==> config.mk <==
export PLATFORM = sky130hd
export DESIGN_NAME = gfx_wbm_rw_ctrl
export DESIGN_NICKNAME = d
export VERILOG_FILES = /design/src/rtl/gfx_wbm_rw_ctrl.sv
export SDC_FILE = /design/constraint.sdc
export NUM_CORES = 1
export LEC_CHECK = 0
export ABC_CLOCK_PERIOD_IN_PS = 2100
export CORE_AREA = 2 2 453 455
export CTS_CLUSTER_SIZE = 10
export DETAILED_ROUTE_END_ITERATION = 8
export DIE_AREA = 0 0 455 457
export GPL_TIMING_DRIVEN = 1
export PLACE_DENSITY_LB_ADDON = 0.05
export SLEW_MARGIN = 20
export SYNTH_ARGS = -nofsm -noshare
export SYNTH_HDL_FRONTEND = slang
export SYNTH_SLANG_ARGS = --single-unit
==> constraint.sdc <==
create_clock -name clk_i -period 2.1 [get_ports clk_i]
set_clock_uncertainty 0.1 [all_clocks]
set_input_delay 0.42 -clock clk_i [delete_from_list [all_inputs] [get_ports clk_i]]
set_output_delay 0.42 -clock clk_i [all_outputs]
set_load 0.02 [all_outputs]
==> src/rtl/gfx_wbm_rw_ctrl.sv <==
// Wishbone master for the GFX read/write arbiter: one bus cycle per request,
// with a bus timeout and a one-cycle ack_o/err_o completion pulse.
module gfx_wbm_rw_ctrl #(
    parameter int MDW     = 256,
    parameter int TMO_CYC = 1023
) (
    input  logic               clk_i,
    input  logic               rst_ni,
    input  logic               read_request_i,
    input  logic               write_request_i,
    input  logic [31:0]        addr_i,
    input  logic [MDW/8-1:0]   sel_i,
    input  logic [MDW-1:0]     wdat_i,
    output logic [MDW-1:0]     rdat_o,
    output logic               ack_o,
    output logic               err_o,
    output logic               busy_o,
    output logic               wbm_cyc_o,
    output logic               wbm_stb_o,
    output logic               wbm_we_o,
    output logic [31:0]        wbm_adr_o,
    output logic [MDW/8-1:0]   wbm_sel_o,
    output logic [MDW-1:0]     wbm_dat_o,
    input  logic [MDW-1:0]     wbm_dat_i,
    input  logic               wbm_ack_i,
    input  logic               wbm_err_i
);
    localparam int SW = MDW / 8;

    typedef enum logic [1:0] {S_IDLE, S_ACTIVE, S_DONE} state_t;

    state_t          r_state, w_next;
    logic            r_we, r_err;
    logic [31:0]     r_adr;
    logic [SW-1:0]   r_sel;
    logic [MDW-1:0]  r_wdat, r_rdat;
    logic [15:0]     r_cnt;
    logic            w_req, w_tmo, w_act;

    assign w_req = read_request_i | write_request_i;
    // Last permitted ACTIVE cycle: the counter reaches TMO_CYC at this edge.
    assign w_tmo = (r_cnt == 16'(TMO_CYC - 1));
    assign w_act = (r_state == S_ACTIVE);

    always_ff @(posedge clk_i or negedge rst_ni) begin
        if (!rst_ni) r_state <= S_IDLE;
        else         r_state <= w_next;
    end

    always_comb begin
        w_next = r_state;
        case (r_state)
            S_IDLE:   if (w_req) w_next = S_ACTIVE;
            S_ACTIVE: if (wbm_ack_i || wbm_err_i || w_tmo) w_next = S_DONE;
            S_DONE:   w_next = S_IDLE;
            default:  w_next = S_IDLE;
        endcase
    end

    always_ff @(posedge clk_i or negedge rst_ni) begin
        if (!rst_ni) begin
            r_we   <= 1'b0;
            r_err  <= 1'b0;
            r_adr  <= '0;
            r_sel  <= '0;
            r_wdat <= '0;
            r_rdat <= '0;
            r_cnt  <= '0;
        end else begin
            case (r_state)
                S_IDLE: if (w_req) begin
                    r_we   <= write_request_i;
                    r_adr  <= addr_i & ~32'(SW - 1);
                    r_sel  <= sel_i;
                    r_wdat <= wdat_i;
                    r_cnt  <= '0;
                    r_err  <= 1'b0;
                end
                S_ACTIVE: begin
                    // err beats a simultaneous ack and leaves rdat untouched
                    if (wbm_err_i) begin
                        r_err <= 1'b1;
                    end else if (wbm_ack_i) begin
                        if (!r_we) r_rdat <= wbm_dat_i;
                    end else begin
                        r_cnt <= r_cnt + 16'd1;
                        if (w_tmo) r_err <= 1'b1;
                    end
                end
                default: ;
            endcase
        end
    end

    assign wbm_cyc_o = w_act;
    assign wbm_stb_o = w_act;
    assign wbm_we_o  = w_act & r_we;
    assign wbm_adr_o = w_act ? r_adr  : '0;
    assign wbm_sel_o = w_act ? r_sel  : '0;
    assign wbm_dat_o = w_act ? r_wdat : '0;
    assign ack_o     = (r_state == S_DONE);
    assign err_o     = (r_state == S_DONE) & r_err;
    assign busy_o    = (r_state != S_IDLE);
    assign rdat_o    = r_rdat;
endmodule
==> impl_metrics.ini, run 1 <==
[synth]
ys_warn_count = 0
ys_ff_latch = 591
synth_cell_types = 35
synthCells = 2337
synthTopCellsByArea = dfrtp_1, nand2_1, mux2_2
synth_area_um2 = 24400
yosysTopAreaCell = dfrtp_1
netlist.area_leader.share = 0.607
syn_avg_cell_area_um2 = 10.4
yosysSeqAreaShare = 0.607

[clock_tree]
clk_pin_slew_worst_paths_ps = 50
tritoncts = yes
numClockSinks = 591
numCtsBuffers = 89
htree_levels = 3
cts_buffer_depth = 3
insertion_delay_ps = 690
root_buffer = clkbuf_16

[outcome]
status = finished, violations left
violations = negative setup slack

[critical_path]
start_kind = register
slowest_delay_ps = 410
slowest_stage = dfrtp_1
end_kind = primary output
crit_path_cell_trace = nand2b_4 > buf_6 > clkinv_8 > buf_16 > clkbuf_16 > and2_4 > buf_6
critPathMaxFanout = 8
r2r-start = r_state[0]
worstSetupPathType = reg2out
crit_required_ps = 1580
cp.arrival_ps = 2100
cpMostUsedCell = buf_6
rr_worst_depth = 8
crit_start = r_state[0]
reg2reg_to = rdat_o[199]
r2r_slack_ps = -60

[die]
core_area_um2 = 203000
std_cell_rows = 166
dieArea_um2 = 208000
die_y_um = 457
io_pins = 1164
die_w_um = 455
start_util = 0.120

[power]
switching_share = 0.391
p_switching_mw = 27.6
combPwrFrac = 0.507
p_per_area_nw_per_um2 = 1570
seq_power_share = 0.278
vdd.ir_drop.worst_uv = 559
internal_power_mw = 43.0
clkPwrFrac = 0.216
p_leak_nw = 20.4

[drt]
vias = 21200
dr.pass1.iters = 4
drc = 0
wl_um = 146000
drtIter0Drc = 813
wl_per_cell_um = 22.8
ant_nets = 0
viasPerCell = 3.31

[layout]
final_area_um2 = 44900
drive_gt1_frac = 0.275
fillers = 22200
nNetsFinal = 4205
multi_input_area_um2 = 9300
seqCellArea_um2 = 14800
synthToLayoutAreaGrowth_pct = 84.3

[sta]
fin_crit_sh = 1.25
worst_pin_slew_ps = 515
setup-violations-final = 662
report.final.slew_viol_count = 0
setup_slack_ps = -523
fmax_mhz = 381
rsz0062_at_grt = yes
final.min_clock_period_ps = 2620
finalHoldViolCount = 0
slew_headroom = 0.655

[placed_design]
gp_congestion = 0.738
dp_hpwl_um = 111000
place_ws_ps = -443
dpl_cell_area_um2 = 40800
port_buffers = 1153

[min_path]
holdCritPathClass = in2async

[run]
drv_cap = 0

[global_routing]
first_global_vias = 22900
grt_most_used_layer = met2
grt_use_met2 = 0.247
antenna_found_initial = 75
grt_max_degree = 55
grt.total_usage = 0.135
grt.met3_usage = 0.0553
grt.overflow.total = 0
grt_first_pass_wirelength_um = 195000
grt_use_met1 = 0.142
-- repair_timing --
action,CTS,global route
hold buffers,1,0
endpoints found under the setup margin,805,695
setup buffers,16,10
hold endpoints to repair,292,0
gates resized for setup,670,437
cloned,5,11
pin swaps,2,31
-- worst max-delay path by stage --
stage                     cells after the start  slack (ps)        endpoint
after detailed placement                      5        -440   wbm_dat_o[54]
after global placement                        5        -450   wbm_dat_o[54]
after floorplan                               6           3  wbm_dat_o[246]
final                                         7        -520   wbm_dat_o[46]
after global routing                          7        -650   wbm_dat_o[63]
after CTS                                     5        -850    wbm_adr_o[7]
-- metal layers --
layer	wire length (um)	up-vias
met2	75500	794
li1	-	9941
met3	13700	195
met4	2920	52
met5	288	-
met1	53300	10200
-- Yosys cell counts (all sizes together) --
cell type	instances
a21oi	1
a22o	1
and2	319
and3	1
and4	2
buf	43
clkbuf	99
conb	1
dfrtp	591
ha	2
inv	3
mux2	256
mux2i	4
nand2	959
nand2b	2
nand3	10
nand4	5
nor2	9
nor2b	2
nor3	2
nor4	2
nor4b	2
o211ai	4
o21ai	4
o311ai	1
o31ai	4
or4	1
or4b	1
xnor2	1
xor2	5
-- worst max-delay path: cells and delay by family, from the launching register on --
family | cells | cell delay (ps)
buffers and inverters | 5 | 670
flip-flops | 1 | 410
AND/OR/NAND/NOR | 2 | 310
-- sequential cells by signal, summed over array words and instances (netlist names) --
signal / count
r_we: 1
r_state: 2
r_cnt: 16
rdat_o: 256
r_sel: 32
r_adr: 27
r_err: 1
r_wdat: 256
-- kinds of logic (layout without fill, tap and decap cells) --
logic type / Yosys count / after routing / share of synthesized area
simple gates: 1317 / 1317 / 0.240
flops: 591 / 591 / 0.607
mux: 260 / 260 / 0.120
buf+inv: 145 / 1492 / 0.0251
compound gates: 15 / 15 / 0.00421
xor+xnor: 6 / 6 / 0.00216
fa+ha+maj: 2 / 2 / 0.00103
other cells: 1 / 30 / 0.000154
-- power groups by stage --
stage	Clock (mW)	Sequential [mW]	Combinational, mW
after floorplan	0	22.0	12.0
after global placement	0	19.7	34.1
after detailed placement	0	19.7	33.9
after CTS	16.2	19.6	35.0
after global routing	16.5	20.4	38.7
final	15.2	19.6	35.8
-- layout by cell type (no fill, tap or decap), drive strengths merged, types with 4 or more instances in the layout --
cell / instances
and2: 319
buf: 475
clkbuf: 157
clkdlybuf4s15: 8
clkdlybuf4s50: 830
clkinv: 11
conb: 5
dfrtp: 591
diode: 25
inv: 7
mux2: 256
mux2i: 4
nand2: 959
nand3: 10
nand4: 5
nor2: 9
o211ai: 4
o21ai: 4
o31ai: 4
xor2: 5
-- metrics by stage --
step / std cells / setup TNS (ps) / hold slack (ps) / total power [mW] / utilization
after global placement: 6179 / -192440 / 232 / 53.9 / 0.201
after floorplan: 2341 / 0 / 24.4 / 34.0 / -
after CTS: 6359 / -271070 / 12.7 / 70.8 / 0.217
after global routing: 6378 / -248880 / 44.9 / 75.6 / 0.220
final: 6401 / -163810 / 92.7 / 70.6 / 0.221
after detailed placement: 6179 / -164890 / 226 / 53.6 / 0.201
-- cell type report --
class	count	area share
flip-flops and latches	591	0.329
repair buffers	1330	0.322
multi-input cells	1605	0.207
well taps	2688	0.0749
clock buffers	141	0.0602
clock inverters	17	0.00415
diodes	25	0.00139
inverters	3	0.000613
repair inverters	1	0.000362
Power figures use the tool's default switching activity.
==> inputs of run 2 (changes only) <==
CORE_AREA = 2 2 447 449   (was 2 2 453 455)
CTS_BUF_LIST = sky130_fd_sc_hd__clkbuf_4 sky130_fd_sc_hd__clkbuf_8   (was default)
DIE_AREA = 0 0 449 451   (was 0 0 455 457)
==> run 2 against run 1 <==
The flow still finishes with violations (negative setup slack). Combinational power grew 4%. Fmax shrank 6.6%. Non-clock buffer count grew 573. Die area shrank 2.6%. Clock power shrank 5%. Setup slack lost 180 ps. Sequential power grew 4%.
==> impl_metrics.ini, run 2 (synthesis results as in run 1) <==
[critical_path]
crit_path_cell_trace = nand2b_4 > inv_16 > buf_16 > buf_12 > clkbuf_16 > and2_4 > buf_12
worstSetupPathType = reg2out
critPathMaxFanout = 7
cp.arrival_ps = 2290
start_kind = register
slowest_delay_ps = 370
crit_buf_inv = 5
end_kind = primary output
slowest_stage = dfrtp_1
cpMostUsedCell = buf_12
crit_required_ps = 1580
cp_top_family = buffers and inverters

[sta]
rsz0062_at_grt = yes
fin_crit_sh = 1.34
fmax_mhz = 356
report.final.slew_viol_count = 0
setup-violations-final = 819
slew_headroom = 0.657
finalHoldViolCount = 0
setup_slack_ps = -707
worst_pin_slew_ps = 515
final.min_clock_period_ps = 2810

[power]
p_leak_nw = 23.1
vdd.ir_drop.worst_uv = 559
p_per_area_nw_per_um2 = 1420

[placed_design]
dp_hpwl_um = 112000
port_buffers = 1153
place_ws_ps = -408
gp_congestion = 0.751
place_inst = 6130

[die]
die_w_um = 449
die_y_um = 451
io_pins = 1164
dieArea_um2 = 202000
core_area_um2 = 198000
std_cell_rows = 164
start_util = 0.123

[layout]
synthToLayoutAreaGrowth_pct = 109
final_common_cell = nand2_1
final_util = 0.257
finalNonFillerCells = 7024
layout.cells.most_common_list = nand2_1, clkdlybuf4s50_1, dfrtp_1, dlygate4sd3_1, mux2_2
drive_gt1_frac = 0.269
nNetsFinal = 4826

[run]
drv_cap = 0

[drt]
wl_per_cell_um = 21.0
vias = 23800
drc = 0
wl_um = 148000
viasPerCell = 3.39
drtIter0Drc = 935
dr.pass1.iters = 5
ant_nets = 0

[clock_tree]
tritoncts = yes
insertion_delay_ps = 860
cts_buffer_depth = 3
numCtsBuffers = 138
numClockSinks = 591
htree_levels = 4
clk_pin_slew_worst_paths_ps = 50
root_buffer = clkbuf_8

[global_routing]
grt.overflow.total = 0
grt_use_met1 = 0.153
grt_use_met2 = 0.263
first_global_vias = 26300
grt_first_pass_wirelength_um = 205000
antenna_found_initial = 58
grt.total_usage = 0.142
grt.met3_usage = 0.0465
grt_max_degree = 70
grt_most_used_layer = met2

[outcome]
status = finished, violations left
violations = negative setup slack

[min_path]
holdCritPathClass = in2reg
[run 2: layer usage]
metal  up-vias  part of all wire
met1     11600              0.38
met3       228             0.066
met4        20             0.024
met2       776              0.53
li1      11200                 -
met5         -           0.00092
[run 2: layout make-up]
cell class | count | area [um^2]
Inverter | 3 | 27.5
Clock buffer | 224 | 2690
Clock inverter | 15 | 155
Timing Repair Buffer | 1903 | 20500
Antenna cell | 27 | 67.6
Sequential cell | 591 | 14800
Fill cell | 21500 | 147000
Tap cell | 2656 | 3320
Multi-Input combinational cell | 1605 | 9410
[run 2: through the flow]
stage	power [mW]	hold WS [ps]	instance area, um^2	TNS (ps)
floorplan	34.0	24.4	24400	0
global placement	54.0	255	40700	-97570
detailed placement	53.8	256	40700	-107240
CTS	71.1	18.5	49700	-376700
global route	77.0	46.0	50900	-406000
finish	72.1	140	50900	-282350
[run 2: path summary, 6_finish.rpt]
check / slack, ps / from / cells past startpoint / end
min: 140 / wbm_dat_i[53] / 2 / rdat_o[53]
max: -710 / r_state[1] / 7 / wbm_dat_o[71]
max reg2reg: -160 / r_state[0] / 9 / rdat_o[1]
min reg2reg: 360 / r_wdat[88] / 2 / r_wdat[88]
min in group asynchronous: 240 / rst_ni / 3 / r_wdat[176]
max in group asynchronous: 1080 / rst_ni / 4 / rdat_o[54]
[run 2: worst reg2reg max path: cells and delay by family, from the launching register on]
kind / cells / cell delay, ps
flip-flops: 1 / 410
multiplexers: 1 / 400
AND/OR/NAND/NOR: 2 / 240
buffers and inverters: 6 / 970
[run 2: timing repair]
action,in CTS,in global routing
pin swaps,4,53
hold endpoints to repair,1146,0
hold buffers,570,0
setup endpoints to repair,739,678
resized for setup,742,607
setup buffers,7,30
gates cloned,8,18
[run 2: report_power, final]
group,switching (mW),internal (mW)
registers,3.58,16.9
logic,18.7,18.5
clock network,6.18,8.19
total,28.5,43.6
